--- src/rtl/coil_pkg.sv ---
// Shared types and default timing constants for the coil sequencer.
// All timing counters are CNT_W bits wide.
package coil_pkg;

    localparam int unsigned CNT_W = 32;

    localparam int unsigned DEF_NSTAGE     = 3;
    localparam int unsigned DEF_CHARGE_CYC = 100000000;
    localparam int unsigned DEF_FIRE_CYC   = 50000;
    localparam int unsigned DEF_GAP_CYC    = 10000;
    localparam int unsigned DEF_COOL_CYC   = 50000000;
    localparam int unsigned DEF_PWM_PERIOD = 588000;
    localparam int unsigned DEF_DUTY_IDLE  = 20000;
    localparam int unsigned DEF_DUTY_FIRE  = 10000;

    typedef enum logic [2:0] {
        IDLE,
        CHARGE,
        FIRE,
        GAP,
        COOL
    } coil_state_t;

endpackage

--- src/rtl/coil_pwm.sv ---
// Servo PWM generator: free-running period counter plus a duty register
// that only takes a new value at the period boundary.
// Ports:
//   clk  - system clock
//   rst  - asynchronous active-high reset
//   duty - requested high-time in cycles (sampled at period wrap)
//   pwm  - registered PWM output, high while counter < latched duty
module coil_pwm
    import coil_pkg::*;
#(
    parameter int unsigned PERIOD   = DEF_PWM_PERIOD,
    parameter int unsigned DUTY_RST = DEF_DUTY_IDLE
) (
    input  logic             clk,
    input  logic             rst,
    input  logic [CNT_W-1:0] duty,
    output logic             pwm
);

    logic [CNT_W-1:0] cnt;
    logic [CNT_W-1:0] duty_q;

    // pwm is computed from the next counter/duty values so it lines up with cnt
    always_ff @(posedge clk or posedge rst) begin
        if (rst) begin
            cnt    <= '0;
            duty_q <= CNT_W'(DUTY_RST);
            pwm    <= (DUTY_RST != 0);
        end else if (cnt == CNT_W'(PERIOD - 1)) begin
            cnt    <= '0;
            duty_q <= duty;
            pwm    <= (duty != '0);
        end else begin
            cnt <= cnt + CNT_W'(1);
            pwm <= ((cnt + CNT_W'(1)) < duty_q);
        end
    end

endmodule

--- src/rtl/coil_seq.sv ---
// Coil-gun shot sequencer: charge, fire NSTAGE coils one at a time with a
// dead gap between them, then a cool-down lockout. A servo PWM switches
// to the firing duty while coils are being driven.
// Ports:
//   clk, rst   - system clock, asynchronous active-high reset
//   trig       - raw pushbutton; a synchronised rising edge starts a shot
//   abort      - raw abort request (acted on only with COIL_ABORT_EN)
//   charge_n   - charger enable, active low
//   stage_en   - one-hot coil drive
//   servo_pwm  - servo PWM output
//   busy       - high whenever the sequencer is not idle
//   done       - one-cycle pulse when a shot completes
// Build option: define COIL_ABORT_EN to make abort return to IDLE at once.
module coil_seq
    import coil_pkg::*;
#(
    parameter int unsigned NSTAGE     = DEF_NSTAGE,
    parameter int unsigned CHARGE_CYC = DEF_CHARGE_CYC,
    parameter int unsigned FIRE_CYC   = DEF_FIRE_CYC,
    parameter int unsigned GAP_CYC    = DEF_GAP_CYC,
    parameter int unsigned COOL_CYC   = DEF_COOL_CYC,
    parameter int unsigned PWM_PERIOD = DEF_PWM_PERIOD,
    parameter int unsigned DUTY_IDLE  = DEF_DUTY_IDLE,
    parameter int unsigned DUTY_FIRE  = DEF_DUTY_FIRE
) (
    input  logic              clk,
    input  logic              rst,
    input  logic              trig,
    input  logic              abort,
    output logic              charge_n,
    output logic [NSTAGE-1:0] stage_en,
    output logic              servo_pwm,
    output logic              busy,
    output logic              done
);

    localparam int unsigned IDX_W = (NSTAGE > 1) ? $clog2(NSTAGE) : 1;

    coil_state_t      state;
    logic [CNT_W-1:0] cnt;
    logic [IDX_W-1:0] idx;
    logic             trig_s1;
    logic             trig_s2;
    logic             trig_q;
    logic             trig_rise;
    logic [CNT_W-1:0] duty_sel;

    // Two-flop synchroniser plus one history flop for rising-edge detect
    always_ff @(posedge clk or posedge rst) begin
        if (rst) begin
            trig_s1 <= 1'b0;
            trig_s2 <= 1'b0;
            trig_q  <= 1'b0;
        end else begin
            trig_s1 <= trig;
            trig_s2 <= trig_s1;
            trig_q  <= trig_s2;
        end
    end

    assign trig_rise = trig_s2 & ~trig_q;

`ifdef COIL_ABORT_EN
    logic abort_s1;
    logic abort_s2;

    always_ff @(posedge clk or posedge rst) begin
        if (rst) begin
            abort_s1 <= 1'b0;
            abort_s2 <= 1'b0;
        end else begin
            abort_s1 <= abort;
            abort_s2 <= abort_s1;
        end
    end
`else
    logic abort_unused;
    assign abort_unused = abort;
`endif

    // Sequencer FSM; outputs are registered alongside each transition
    always_ff @(posedge clk or posedge rst) begin
        if (rst) begin
            state    <= IDLE;
            cnt      <= '0;
            idx      <= '0;
            charge_n <= 1'b1;
            stage_en <= '0;
            busy     <= 1'b0;
            done     <= 1'b0;
        end
`ifdef COIL_ABORT_EN
        else if (abort_s2) begin
            state    <= IDLE;
            cnt      <= '0;
            idx      <= '0;
            charge_n <= 1'b1;
            stage_en <= '0;
            busy     <= 1'b0;
            done     <= 1'b0;
        end
`endif
        else begin
            done <= 1'b0;
            case (state)
                IDLE: begin
                    if (trig_rise) begin
                        state    <= CHARGE;
                        cnt      <= CNT_W'(CHARGE_CYC - 1);
                        charge_n <= 1'b0;
                        busy     <= 1'b1;
                    end
                end
                CHARGE: begin
                    if (cnt == '0) begin
                        state    <= FIRE;
                        idx      <= '0;
                        cnt      <= CNT_W'(FIRE_CYC - 1);
                        charge_n <= 1'b1;
                        stage_en <= NSTAGE'(1);
                    end else begin
                        cnt <= cnt - CNT_W'(1);
                    end
                end
                FIRE: begin
                    if (cnt == '0) begin
                        stage_en <= '0;
                        if (CNT_W'(idx) < CNT_W'(NSTAGE - 1)) begin
                            state <= GAP;
                            cnt   <= CNT_W'(GAP_CYC - 1);
                        end else begin
                            state <= COOL;
                            cnt   <= CNT_W'(COOL_CYC - 1);
                        end
                    end else begin
                        cnt <= cnt - CNT_W'(1);
                    end
                end
                GAP: begin
                    if (cnt == '0) begin
                        state    <= FIRE;
                        idx      <= idx + IDX_W'(1);
                        cnt      <= CNT_W'(FIRE_CYC - 1);
                        stage_en <= NSTAGE'(1) << (idx + IDX_W'(1));
                    end else begin
                        cnt <= cnt - CNT_W'(1);
                    end
                end
                COOL: begin
                    if (cnt == '0) begin
                        state <= IDLE;
                        idx   <= '0;
                        busy  <= 1'b0;
                        done  <= 1'b1;
                    end else begin
                        cnt <= cnt - CNT_W'(1);
                    end
                end
                default: begin
                    state    <= IDLE;
                    cnt      <= '0;
                    idx      <= '0;
                    charge_n <= 1'b1;
                    stage_en <= '0;
                    busy     <= 1'b0;
                end
            endcase
        end
    end

    // Servo sits at the firing position while coils are being driven
    assign duty_sel = (state == FIRE || state == GAP) ? CNT_W'(DUTY_FIRE)
                                                      : CNT_W'(DUTY_IDLE);

    coil_pwm #(
        .PERIOD   (PWM_PERIOD),
        .DUTY_RST (DUTY_IDLE)
    ) u_pwm (
        .clk  (clk),
        .rst  (rst),
        .duty (duty_sel),
        .pwm  (servo_pwm)
    );

endmodule

--- config.mk ---
export PLATFORM = sky130hd
export DESIGN_NAME = coil_seq
export DESIGN_NICKNAME = d
export VERILOG_FILES = /design/src/rtl/coil_pkg.sv /design/src/rtl/coil_pwm.sv /design/src/rtl/coil_seq.sv
export SDC_FILE = /design/constraint.sdc
export NUM_CORES = 1
export LEC_CHECK = 0
export CAP_MARGIN = 20
export CORE_MARGIN = 5
export CORE_UTILIZATION = 69
export CTS_CLUSTER_SIZE = 14
export DETAILED_ROUTE_END_ITERATION = 6
export PLACE_DENSITY = 0.95
export SYNTH_ARGS = -nofsm -noshare
export SYNTH_HDL_FRONTEND = slang
export SYNTH_HIERARCHICAL = 1
export SYNTH_SLANG_ARGS = --single-unit
--- constraint.sdc ---
create_clock -name clk -period 5.76 [get_ports clk]
set_input_delay 0.576 -clock clk [delete_from_list [all_inputs] [get_ports clk]]
set_output_delay 0.576 -clock clk [all_outputs]
set_load 0.02 [all_outputs]
* Yosys cells after proc, flatten, opt, wreduce, memory -nomap -nowiden
Cells that the tools add are included.
Word-level totals: bits in registers 111, output and inout port bits 7, word-level logic and storage cells 83
Cells by class: add/subtract/negate cells 3, magnitude comparators 2, equality and inequality tests 13, shift operators 1, muxes and demuxes 29, bitwise logic cells 6, reduce and logical (&&, ||, !) cells 16
Operators by type and width (count):
- 32-bit two-way mux | 5
- 32-bit one-hot mux with 4 select lines | 1
- 32-bit by 1-bit adder with 32-bit output (second input constant) | 1
- 32-bit by 20-bit == test with 1-bit output (second input constant) | 1
- 32-bit logical NOT | 1
- 32-bit < comparator | 1
- 32-bit nonzero test | 1
- 32-bit by 1-bit subtractor with 32-bit output (second input constant) | 1
- 26-bit two-way mux | 1
- 3-bit one-hot mux with 4 select lines | 2
- 3-bit two-way mux | 7
- 15-bit two-way mux | 1
- 2-bit inequality test (second input constant) | 6
- 3-bit AND reduction | 3
- 4-bit AND reduction | 2
- 2-bit OR reduction | 4
- 1-bit two-way mux | 7
- 3-bit by 2-bit == test with 1-bit output (second input constant) | 2
- 1-bit one-hot mux with 3 select lines | 2
- 2-bit one-hot mux with 3 select lines | 1
- 3-bit OR reduction | 2
- 1-bit NOT | 5
- 2-bit two-way mux | 2
- 2-bit by 1-bit inequality test with 1-bit output (second input constant) | 2
- other kinds (9) | 9

* Depth between registers and ports, before layout
depth in word-level cells 5, depth in mapped cells 12

* Cells and area by module
The synthesis kept the hierarchy.
Modules (own cells, without submodules):
- coil_pwm | times used 1, cells each 392, area each 3743.6 um^2, sequential area each 1634.1 um^2
- coil_seq | times used 1, cells each 326, area each 2796.4 um^2, sequential area each 1152.4 um^2

* Worst setup path after synthesis
No wires, ideal clock.
path kind reg-to-reg, start point register u_pwm.cnt[12], end point register u_pwm.pwm, arrival 2.942 ns, setup slack 2.739 ns, cell stages (with the launch flop) 12, buffers on the path 0, cells stage by stage dfrtp_1 > nand4_1 > or4_2 > nor4_4 > nand3_1 > xnor2_1 > ha_1 > a21o_1 > a221o_1 > nand2_1 > o2111ai_1 > o21ai_0
On the way: longest elaborated chain between the ends 3
RTL lines:
- start, declared | line coil_pwm.sv:20 | logic [CNT_W-1:0] cnt;
- start signal, assigned | line coil_pwm.sv:34 | cnt <= cnt + CNT_W'(1);
- 32-bit by 1-bit adder with 32-bit output | line coil_pwm.sv:35 | pwm <= ((cnt + CNT_W'(1)) < duty_q);
- 32-bit < comparator | line coil_pwm.sv:35
- 1-bit two-way mux * | line coil_pwm.sv:29 | end else if (cnt == CNT_W'(PERIOD - 1)) begin
- end signal, assigned | line coil_pwm.sv:28 | pwm <= (DUTY_RST != 0);
- end signal, assigned | line coil_pwm.sv:32 | pwm <= (duty != '0);
- end signal, assigned | line coil_pwm.sv:35
- end, declared | line coil_pwm.sv:17 | output logic pwm
Every way passes the cells marked *; elsewhere a longest branch is shown, timed or not. A chain may end at the register's enable or synchronous reset.

==> impl_metrics.csv <==
group,metric,value,unit
timing,worst_pin_slew,0.940,ns
detailed_routing,viasPerCell,6.45,
worst_setup_path,worstPathMaxFanout,24,
worst_setup_path,cp_top_family,"simple AND/OR/NAND/NOR gates",
timing,period_minus_slack,3.81,ns
final_layout,area_growth,7.98,%
clock_tree,numCtsBuffers,9,
worst_setup_path,path_cells,"inv_1, ha_1, or4b_4, nor4_2, nand3_1, a21oi_1, o21ai_0, a22o_1",
detailed_routing,drt_iter0_markers,808,
floorplanning,dieHeight,107,um
timing,relSlewSlack,37.1,%
global_route,grt_overflow,0,
floorplanning,start_util,70.8,%
floorplanning,core.rowCount,35,
global_route,grt_pass1_vias,5703,
worst_setup_path,crit_path_end_kind,"register",
detailed_routing,wl_met2,7.47,mm
global_route,grt_pass1_wl,26.8,mm
clock_tree,post_cts_buffers,0,
logic_synthesis,synth_edf_count,0,
timing,fmax,0.262,GHz
clock_tree,clk_latency,0.38,ns
clock_tree,cts_tree,"done",
worst_setup_path,cp.arrival,4.09,ns
logic_synthesis,ys.flop_type,"dfrtp_1",
logic_synthesis,ys_seq_area_share,42.6,%
clock_tree,htree_levels,3,
worst_setup_path,cp-start-kind,"register",
final_layout,nFillCells,555,
final_layout,drive_gt1_share,6.88,%
power,power_density,215,nW/um^2
logic_synthesis,synth_compound_area_share,16.5,%
timing,period_share,66.1,%
detailed_routing,drc,0,
detailed_routing,drt-met1-wl,6.23,mm
logic_synthesis,yosysWarnings,6,
timing,finalMaxSlewViolations,0,
global_route,antenna_found_initial,0,
timing,skew,0.0163,ns
timing,tns,0,ns
placement,portBuffers,9,
clock_tree,ctsLongestPathBuffers,2,
detailed_routing,routed-wl-met3,1.34,mm
detailed_routing,wl_per_cell,17.4,um
worst_setup_path,max_stage_delay,0.80,ns
floorplanning,dieArea,11500,sq um
power,vdd_drop_max,0.000169,V
logic_synthesis,synth_top_family_by_area,"simple AND/OR/NAND/NOR gates",
power,leakagePower,3.29,nW
hold_path,min_path_type,"register to register",
logic_synthesis,synthMuxAreaShare,0.478,%
worst_setup_path,cp_data_required_time,6.04,ns
logic_synthesis,ys_types,69,
floorplanning,design.portCount,11,
global_route,grt_max_degree,66,
final_layout,layout_common_cells,"dfrtp_1, nand2_1, o21ai_0, conb_1, inv_1",
logic_synthesis,synthAdderAreaFrac,6.89,%
floorplanning,die_w,107,um
detailed_routing,wl,15.6,mm
worst_setup_path,worst_path_max_delay_cell,"nand3_1",
clock_tree,clock-root-buffer,"clkbuf_8",
logic_synthesis,ys_seq_elements,111,
detailed_routing,ant_nets,0,
detailed_routing,vias,5797,
timing,rsz0062_at_grt,"no",
logic_synthesis,netlist_instances,718,
clock_tree,cts.sinks,111,
clock_tree,cts_resized,0,
floorplanning,core,9240,sq um
detailed_routing,top_layer,"met4",
timing,hold_violations,0,
final_layout,layout_commonest_cell,"dfrtp_1",
timing,setup_viol,0,
timing,whs,0.361,ns
worst_setup_path,worstSetupPathType,"register to register",
placement,detailed_place_hpwl,11.0,mm
final_layout,final_nets,805,
logic_synthesis,synthArstFlopShare,100,%
global_route,track_usage,28.7,%
detailed_routing,drt_pass1_iterations,6,
logic_synthesis,synth-xor-area-share,7.50,%
worst_setup_path,path_buf_inv,1,
clock_tree,ctsHoldBuffers,0,
outcome,status,"finished, final reports clean",
logic_synthesis,yosys.area_share.simple,21.1,%
clock_tree,path_clk_slew,0.11,ns
run,cap_violations,0,
placement,place_congestion,0.931,
logic_synthesis,syn_area_per_cell,9.11,sq um
logic_synthesis,netlist_area,6540,sq um
final_layout,num_antenna_cells,0,
==> final timing paths <==
check                                   start                            to  slack [ns]  cells past startpoint
setup / recovery           cnt[0]$_DFFE_PP0P_           cnt[24]$_DFFE_PP0P_        1.95                      8
hold / removal              trig_s1$_DFF_PP0_             trig_s2$_DFF_PP0_        0.36                      0
setup reg to reg           cnt[0]$_DFFE_PP0P_           cnt[24]$_DFFE_PP0P_        1.95                      8
hold reg to reg             trig_s1$_DFF_PP0_             trig_s2$_DFF_PP0_        0.36                      0
max in group asynchronous                 rst  u_pwm/duty_q[20]$_DFFE_PP0N_        4.45                      3
min in group asynchronous                 rst            cnt[2]$_DFFE_PP0P_        0.70                      3
==> metrics by stage <==
stage                     area (sq um)  worst slack (ns)  instances  total power, W  util [%]
after floorplan                   6730              2.74        768         0.00103         -
after global placement            6880              2.08        883         0.00106      74.5
after detailed placement          6880              2.07        883         0.00108      74.5
after CTS                         7060              2.08        899         0.00151      76.4
after global routing              7060              1.72        899         0.00158      76.4
final                             7060              1.95        899         0.00152      76.4
==> sequential cells by signal, indices dropped and copies added, names as in the netlist <==
signal,cells
cnt,32
u_pwm/cnt,32
u_pwm/duty_q,32
stage_en,3
state,3
idx,2
busy,1
charge_n,1
done,1
trig_q,1
trig_s1,1
trig_s2,1
u_pwm/pwm,1
==> synthesized netlist by cell type (all sizes together), types with 2 or more instances <==
master   count  area [sq um]
a21o         7          52.6
and4         5          43.8
a31o         2          17.5
a2111oi      3          32.5
nor4        19           140
a311oi       3          26.3
nand3       20           100
nor4b        2          17.5
inv         49           184
a22o         6          52.6
nor3        28           150
a31oi       11          68.8
conb         2          7.51
clkbuf      17          65.1
o22ai        3          18.8
o31ai        4          30.0
and3         6          37.5
buf         10          62.6
nor2b       15          93.8
xor2        19           166
or2          5          31.3
o221a        3          33.8
o41ai        5          51.3
dfrtp      104          2600
ha          36           450
a22oi        4          30.0
dfstp        7           184
o21ai       74           374
mux2i        2          20.0
and2         4          25.0
nand4       20           131
o21a         2          15.0
a21oi       26           130
or4         10          83.8
nor2        38           143
nand2b       3          18.8
nand2       78           293
or3          8          50.1
a211o        2          17.5
a211oi       5          37.5
a221o        2          20.0
xnor2       37           324
==> logic make-up (layout without fill, tap and decap cells) <==
| group | after synthesis | count (layout) |
|---|---|---|
| and+or+nand+nor | 263 | 263 |
| AOI/OAI and AO/OA | 170 | 170 |
| DFF | 111 | 111 |
| buffers and inverters | 77 | 79 |
| xor gates and xnor gates | 56 | 56 |
| adders and majority gates | 36 | 36 |
| muxes | 3 | 3 |
| other | 2 | 52 |
==> area by class of cell <==
class	instances	area, sq um	share of cell area, %
Inverter	50	188	2.66
Clock inverter	7	55.1	0.780
Timing Repair Buffer	13	120	1.70
Tap cell	129	161	2.29
Clock buffer	9	124	1.75
Multi-Input combinational cell	580	3630	51.4
Sequential cell	111	2790	39.5
==> where the power goes <==
group | internal (W) | total (W) | switching [W] | leakage, nW
registers | 0.000824 | 0.000887 | 0.0000630 | 1.31
logic | 0.0000759 | 0.000187 | 0.000111 | 1.89
clock network | 0.000162 | 0.000444 | 0.000282 | 0.0862
==> metal layers <==
metal	vias to the layer above	GRT usage (%)
met5	-	0
met4	0	11.3
met3	83	5.40
met2	357	46.9
met1	2742	38.1
li1	2615	-
Note: power is estimated with default switching activity, not from simulation.
